<file path="src/rtl/escaner_display_4d.sv">
// Four-digit multiplexed display scanner: time-slots each digit, blanks the slot start,
// optionally suppresses leading zeros and swaps in new data only at frame boundaries.
module escaner_display_4d #(
  parameter int P_DIV   = 50000,
  parameter int P_BLANK = 500
) (
  input  logic        i_clk,
  input  logic        i_rst,
  input  logic [15:0] i_dato,
  input  logic        i_carga,
  input  logic        i_habilitar,
  input  logic        i_supr_ceros,
  output logic [3:0]  o_bits,
  output logic [3:0]  o_anodos,
  output logic [1:0]  o_digito,
  output logic        o_blanco,
  output logic        o_fin_trama
);

  localparam int CW = $clog2(P_DIV);
  localparam logic [CW-1:0] CNT_MAX   = CW'(P_DIV - 1);
  localparam logic [CW-1:0] BLANK_LIM = CW'(P_BLANK);

  logic [CW-1:0] cnt;
  logic [1:0]    dig;
  logic [15:0]   shadow;
  logic [15:0]   display;
  logic          fin_trama;
  logic          rst_hold;
  logic          slot_end;
  logic          frame_end;
  logic [3:1]    upper_zero;
  logic          suppressed;
  logic          blank;
  logic [3:0]    anodos;

  assign slot_end  = i_habilitar && (cnt == CNT_MAX);
  assign frame_end = slot_end && (dig == 2'd3);

  // rst_hold keeps the anodes dark right after reset even when P_BLANK is zero
  always_ff @(posedge i_clk) begin
    if (i_rst) begin
      cnt       <= '0;
      dig       <= 2'd0;
      shadow    <= 16'h0000;
      display   <= 16'h0000;
      fin_trama <= 1'b0;
      rst_hold  <= 1'b1;
    end else begin
      if (i_carga)
        shadow <= i_dato;
      if (frame_end)
        display <= i_carga ? i_dato : shadow;
      fin_trama <= frame_end;
      if (i_habilitar) begin
        rst_hold <= 1'b0;
        if (slot_end) begin
          cnt <= '0;
          dig <= dig + 2'd1;
        end else begin
          cnt <= cnt + 1'b1;
        end
      end
    end
  end

  assign upper_zero[3] = (display[15:12] == 4'h0);
  assign upper_zero[2] = upper_zero[3] && (display[11:8] == 4'h0);
  assign upper_zero[1] = upper_zero[2] && (display[7:4] == 4'h0);

  always_comb begin
    suppressed = 1'b0;
    case (dig)
      2'd1:    suppressed = i_supr_ceros && upper_zero[1];
      2'd2:    suppressed = i_supr_ceros && upper_zero[2];
      2'd3:    suppressed = i_supr_ceros && upper_zero[3];
      default: suppressed = 1'b0;
    endcase
  end

  assign blank = (cnt < BLANK_LIM) || !i_habilitar || suppressed || rst_hold;

  always_comb begin
    anodos = 4'b1111;
    if (!blank)
      anodos[dig] = 1'b0;
  end

  assign o_anodos    = anodos;
  assign o_blanco    = blank;
  assign o_bits      = display[{dig, 2'b00} +: 4];
  assign o_digito    = dig;
  assign o_fin_trama = fin_trama;

endmodule

</file>
<file path="config.mk">
export PLATFORM = sky130hd
export DESIGN_NAME = escaner_display_4d
export DESIGN_NICKNAME = d
export VERILOG_FILES = /design/src/rtl/escaner_display_4d.sv
export SDC_FILE = /design/constraint.sdc
export NUM_CORES = 1
export LEC_CHECK = 0
export CAP_MARGIN = 20
export CORE_MARGIN = 10
export CORE_UTILIZATION = 41
export DETAILED_ROUTE_END_ITERATION = 12
export GPL_ROUTABILITY_DRIVEN = 0
export HOLD_SLACK_MARGIN = 0.12
export PLACE_DENSITY = 0.71
export SYNTH_ARGS = -nofsm -noshare
export SYNTH_HDL_FRONTEND = slang
export SYNTH_SLANG_ARGS = --single-unit
</file>
<file path="constraint.sdc">
create_clock -name i_clk -period 3.3 [get_ports i_clk]
set_input_delay 0.495 -clock i_clk [delete_from_list [all_inputs] [get_ports i_clk]]
set_output_delay 0.495 -clock i_clk [all_outputs]
set_load 0.005 [all_outputs]
</file>
==> results.md, run 1 <==
- Core Area: around 5500 um2
- Ys flop type: dfxtp_1
- Site Rows: 27
- Post-Synthesis Cells: ~230
- Dominant cells by area after synthesis: dfxtp_1 44%, mux2i_1 7.2%, mux2_4 5.8%
- Post-CTS setup buffers: 0
- Clk sinks: 52
- Clk_skew: 12.6 ps
- CP Cell Sequence: or4_4, nor4_1, a211oi_1, buf_4, nand3_1, clkdlybuf4s50_1
- DRT Wirelength: ~4.7 mm
- Num CTS Buffers: 5
- Initial Util: 0.424
- Fin crit share: 0.839
- Antenna Cells: 0
- Leak pwr: around 1.1 nW
- Worst vdd ir: 0.195 mV
- Htree depth: 2
- Post-synth EDFFs: 0
- I/O Buffers: 32
- Pins Over Slew Limit: 0
- Clk Latency, worst-skew pair: 300 ps
- First-pass GRT wire length: between 7 and 8 mm
- Reg area: roughly 1000 um2
- CTS resizes: 0
- Grt ovf: 0
- CP startpoint: cnt[10]
- Initial drt markers: 56
- Synthesized area: between 2000 and 2500 um2
- Tmin final: approximately 2800 ps
- Crit Reg-Reg Endpoint: cnt[11]
- Final net count: 285
- Total Neg Setup Slack: 0 ps
- Share of flip-flops with an asynchronous set or reset: 0
- Count of antenna-violating nets left after detailed routing: 0
- Synth warn: 0
- Clock slew seen by the registers of the worst setup and hold paths: about 90 ps
- R2R Setup Slk: 1050 ps
- Worst-path maximum fanout: 5
- Post-layout instance area: approximately 2800 um2
- Syn avg cell area: 10.3 um2
- Die Span X: 95.7 um
- Actual slew at the worst max-slew pin: between 600 and 700 ps
- CTS tree: yes
- DP HPWL: 3.47 mm
- Crit-path slowest cell: or4_4
- F_max: 361 MHz
- Synthesized flop and latch total: 52
- Post-CTS Hold Buffers: 0
- Largest net degree at the start of global routing: 25
- CP Data Arrival Time: around 2300 ps
- Multi-input gate area: ~1200 um2
- Max cap viols: 0
- Die ar.: 9150 um2
- Crit-path max cell delay: between 500 and 600 ps
- Hold crit path type: flip-flop to flip-flop
- Capture point of the critical path: o_anodos[3]
- Final setup viols: 0
- GR Util All Layers: 0.109
- CP startpoint kind: flip-flop
- Hold Vio Cnt, Final: 0
- FF-to-FF Start: cnt[3]
- Critical Path RT: around 2800 ps
- DR vias/cell: 5.03
- DRC: 0
- Clock root cell: clkbuf_8
- Ports: 33
- Syn_nets: ~250
- WL/cell: ~14 um
- Max-slew headroom: 0.565
- Yosys cell types: 37
- Share of the synthesized area in the top cell type: 0.443
- Antenna violations before repair: 0
- Vias in the first global route: approximately 1600
- Worst Reg2Reg Path Length in Cells: 4
- Post-DP Area: around 2700 um2
- Endpoint class of the critical path: primary output
- Status: complete, no violations
- Area grow syn2layout: 20.7%
- Leading area contributor after synthesis: dfxtp_1
- Fin cells: 332
- Placed instance count: ~320
- Clock Tree Buf Depth: 2
- Cell Pwr Density: 377 nW/um2
- Type of the worst setup path: flip-flop to primary output
- Share of layout cells above drive strength 1: 0.131
- Sequential area share after synthesis: 0.443
- Via count: between 1500 and 2000
- Filler Cell Count: ~530
- RSZ-0062 raised after global routing: false
- Chip Height: 95.7 um
- Drt pass-1 iters: 4
-- critical path: cells and delay by family (launching register included) --
| family | cells | cell delay, ps |
|---|---|---|
| buffers and inverters | 2 | 670 |
| flip-flops | 1 | 350 |
| AND/OR/NAND/NOR | 3 | 840 |
| AO/OA/AOI/OAI | 1 | 110 |
-- per-stage QoR --
stage / utilization / hold slack (ps) / total power [mW] / worst slack [ps]
after detailed placement: 0.495 / 448 / 0.731 / 576
after global routing: 0.511 / 489 / 1.11 / 462
after CTS: 0.511 / 471 / 1.09 / 512
after global placement: 0.495 / 449 / 0.729 / 674
final: 0.511 / 470 / 1.07 / 532
after floorplan: - / 432 / 0.695 / 1300
-- how the worst min path moves through the flow --
stage	start	endpoint	slack, ps	depth (start not counted)
after global placement	rst_hold	rst_hold	450	1
after floorplan	rst_hold	rst_hold	430	1
after detailed placement	rst_hold	rst_hold	450	1
after CTS	rst_hold	rst_hold	470	1
after global routing	rst_hold	rst_hold	490	1
final	rst_hold	rst_hold	470	1
-- state kept, by name, indices dropped and copies added (netlist names) --
| register | count |
|---|---|
| cnt | 16 |
| display | 16 |
| shadow | 16 |
| o_digito | 2 |
| o_fin_trama | 1 |
| rst_hold | 1 |
-- cell type report --
type / instances / share of cell area
Multi-Input combinational cell: 160 / 0.436
Sequential cell: 52 / 0.367
Timing Repair Buffer: 36 / 0.128
Tap cell: 72 / 0.0318
Clock buffer: 6 / 0.0256
Clock inverter: 2 / 0.00574
Inverter: 4 / 0.00530
-- cells by family (layout without fill, tap and decap cells) --
group	after synthesis	count (layout)	share of synthesized area
and+or+nand+nor	95	95	0.220
DFF	52	52	0.443
AOI/OAI and AO/OA	9	9	0.0256
adders and majority gates	5	5	0.0267
xor gates and xnor gates	14	14	0.0522
muxes	37	37	0.202
buffers and inverters	16	48	0.0304
-- per-layer routing --
metal | up-vias | wire [um] | global-route usage
met4 | 0 | 98 | 0.0418
met2 | 34 | 2170 | 0.168
li1 | 852 | - | -
met5 | - | 0 | 0
met3 | 9 | 213 | 0.0306
met1 | 775 | 2230 | 0.140
-- Yosys cell counts (2+ instances only) --
master    count
dfxtp_1      52
nand2_1      10
nand4_1       6
clkbuf_1      8
inv_1         4
nand3_1       6
mux4_2        4
ha_1          5
a21oi_1       3
mux2_4        9
and3_1        2
or3_1         2
mux2_2        7
xor2_1        6
mux2i_1      17
nor4_1        6
xnor2_1       8
or4_1         2
nor2_1       34
and4_1        2
buf_2         3
nor2b_1      16
nor3_1        2
-- where the power goes --
| part | switching [mW] | total (mW) | internal [mW] |
|---|---|---|---|
| Combinational | 0.0307 | 0.0692 | 0.0385 |
| Sequential | 0.00515 | 0.646 | 0.641 |
| Clock | 0.202 | 0.353 | 0.151 |
-- placed cells by master, fill, tap and decap left out, types with 3 or more instances in the layout --
cell type	count
mux4_2	4
a21oi_1	3
nor4_1	6
clkbuf_8	5
mux2i_1	17
clkdlybuf4s50_1	32
nor2_1	34
nand2_1	10
xor2_1	6
nand4_1	6
nand3_1	6
inv_1	4
mux2_2	7
buf_4	3
ha_1	5
nor2b_1	16
xnor2_1	8
dfxtp_1	52
mux2_4	9
Note: power is estimated with default switching activity, not from simulation.
==> run 2, diff against run 1 <==
- clock period: 3.3 -> 2.9 ns (I/O delays scaled with it)
==> run 2 against run 1 <==
Routed wire length fell by 2.1%. Clock power rose by 16%. Critical path depth did not move. Sequential power rose by 14%. Clock-buffer cell count did not move. Worst hold slack got worse by 2.8 ps. Worst setup slack got worse by 360 ps. Largest cell class unchanged. Largest power group unchanged.
==> results.md, run 2 (synthesis results as in run 1) <==
- Antenna Cells: 0
- Status: complete, no violations
- Leak pwr: 1.12 nW
- Final worst setup slack: around 180 ps
- DP HPWL: around 3.4 mm
- Worst-path maximum fanout: 5
- Crit-path max cell delay: between 500 and 600 ps
- Via count: about 1600
- Met2 Track Usage GR: 0.170
- R2R Setup Slk: between 800 and 900 ps
- Critical Path RT: roughly 2500 ps
- Crit-path slowest cell: or4_4
- GR Util All Layers: 0.107
- Clock Tree Buf Depth: 2
- Buf/Inv on CP: 2
- DRC: 0
- Busiest layer in global routing: met2
- Clock root cell: clkbuf_8
- I/O Buffers: 32
- Setup WS pre-CTS: ~380 ps
- Drt pass-1 iters: 6
- Site Rows: 27
- Actual slew at the worst max-slew pin: around 380 ps
- Max-slew headroom: 0.749
- Post-CTS Hold Buffers: 0
- Clk Latency, worst-skew pair: between 300 and 400 ps
- Area grow syn2layout: 21.1%
- Num CTS Buffers: 5
- Post-CTS setup buffers: 0
- Grt ovf: 0
- Routing usage on met1: 0.130
- CTS tree: yes
- F_max: about 370 MHz
- Die Span X: approximately 96 um
- RSZ-0062 raised after global routing: false
- CP Data Arrival Time: about 2300 ps
- Largest net degree at the start of global routing: 40
- Count of antenna-violating nets left after detailed routing: 0
- Total Neg Setup Slack: 0 ps
- Chip Height: 95.7 um
- Clock slew seen by the registers of the worst setup and hold paths: ~90 ps
- Htree depth: 2
- Final net count: about 290
- CP startpoint kind: flip-flop
- Initial drt markers: ~100
- DR vias/cell: between 4 and 5
- Hold crit path type: flip-flop to flip-flop
- WL/cell: 13.8 um
- Met3 Resource Use GR: 0.0338
- Final setup viols: 0
- Pins Over Slew Limit: 0
- Endpoint class of the critical path: primary output
- Fin crit share: 0.939
- First-pass GRT wire length: roughly 7.8 mm
- Die ar.: slightly above 9000 um2
- Ports: 33
- Clk_skew: 8.64 ps
- Tmin final: 2720 ps
- DRT Wirelength: between 4 and 5 mm
- Hold Vio Cnt, Final: 0
- Max cap viols: 0
- Share of layout cells above drive strength 1: 0.141
- CTS resizes: 0
- Reg area: ~1000 um2
- Clk sinks: 52
- CP Cell Sequence: or4_4, nor4_1, a211oi_1, buf_4, nand3_1, clkdlybuf4s50_1
- Most common cell after layout, fill and taps aside: dfxtp_1
- Cell Pwr Density: 430 nW/um2
- Initial Util: 0.424
- Antenna violations before repair: 0
- Vias in the first global route: 1645
- Family with the most delay on the worst path: simple AND/OR/NAND/NOR gates
- Core Area: approximately 5500 um2
- Multi-input gate area: 1230 um2
- Type of the worst setup path: flip-flop to primary output
- Filler Cell Count: approximately 530
- Worst vdd ir: ~0.29 mV
- Most frequent cells in the layout: 52 x dfxtp_1, 34 x nor2_1, 32 x clkdlybuf4s50_1
- Largest regs: cnt (16), display (16), shadow (16)
-- run 2: cell count changes in the layout (fill, tap and decap cells not counted), sizes merged --
cell  delta
buf      +3
-- run 2: final timing paths --
check                               from           to  depth (start not counted)
worst max-delay path             cnt[10]  o_anodos[2]                          6
worst min-delay path            rst_hold     rst_hold                          1
worst max register to register    cnt[0]       cnt[9]                          6
worst min register to register  rst_hold     rst_hold                          1
-- run 2: worst register-to-register path, cell delays in order (launching register included) --
cell and delay, ps:
dfxtp_1 420, ha_1 200, nand4_1 320, or4_1 650
nand2b_1 140, buf_4 180, nor2_1 60
-- run 2: layout make-up --
cell class / count / share of cell area
multi-input cells: 160 / 0.434
inverters: 4 / 0.00528
well taps: 72 / 0.0317
clock inverters: 2 / 0.00572
repair buffers: 39 / 0.131
clock buffers: 6 / 0.0255
flip-flops and latches: 52 / 0.366
-- run 2: power by group --
part | leakage (nW) | internal, mW | switching, mW
Combinational | 0.653 | 0.0438 | 0.0340
Sequential | 0.423 | 0.730 | 0.00613
Clock | 0.0414 | 0.172 | 0.236
Total | 1.12 | 0.945 | 0.276
-- run 2: per-stage QoR --
stage / instance area [um2] / total power [mW] / util / hold slack [ps] / std cells
after global routing: 2840 / 1.27 / 0.513 / 498 / 335
after CTS: 2840 / 1.24 / 0.513 / 470 / 335
after floorplan: 2350 / 0.791 / - / 432 / 228
after global placement: 2750 / 0.830 / 0.497 / 443 / 327
after detailed placement: 2750 / 0.832 / 0.497 / 449 / 327
final: 2840 / 1.22 / 0.513 / 467 / 335
-- run 2: metal layers --
| metal | vias up | part of all wire |
|---|---|---|
| met4 | 0 | 0.016 |
| met1 | 743 | 0.47 |
| met3 | 5 | 0.042 |
| li1 | 854 | - |
| met5 | - | 0 |
| met2 | 22 | 0.47 |
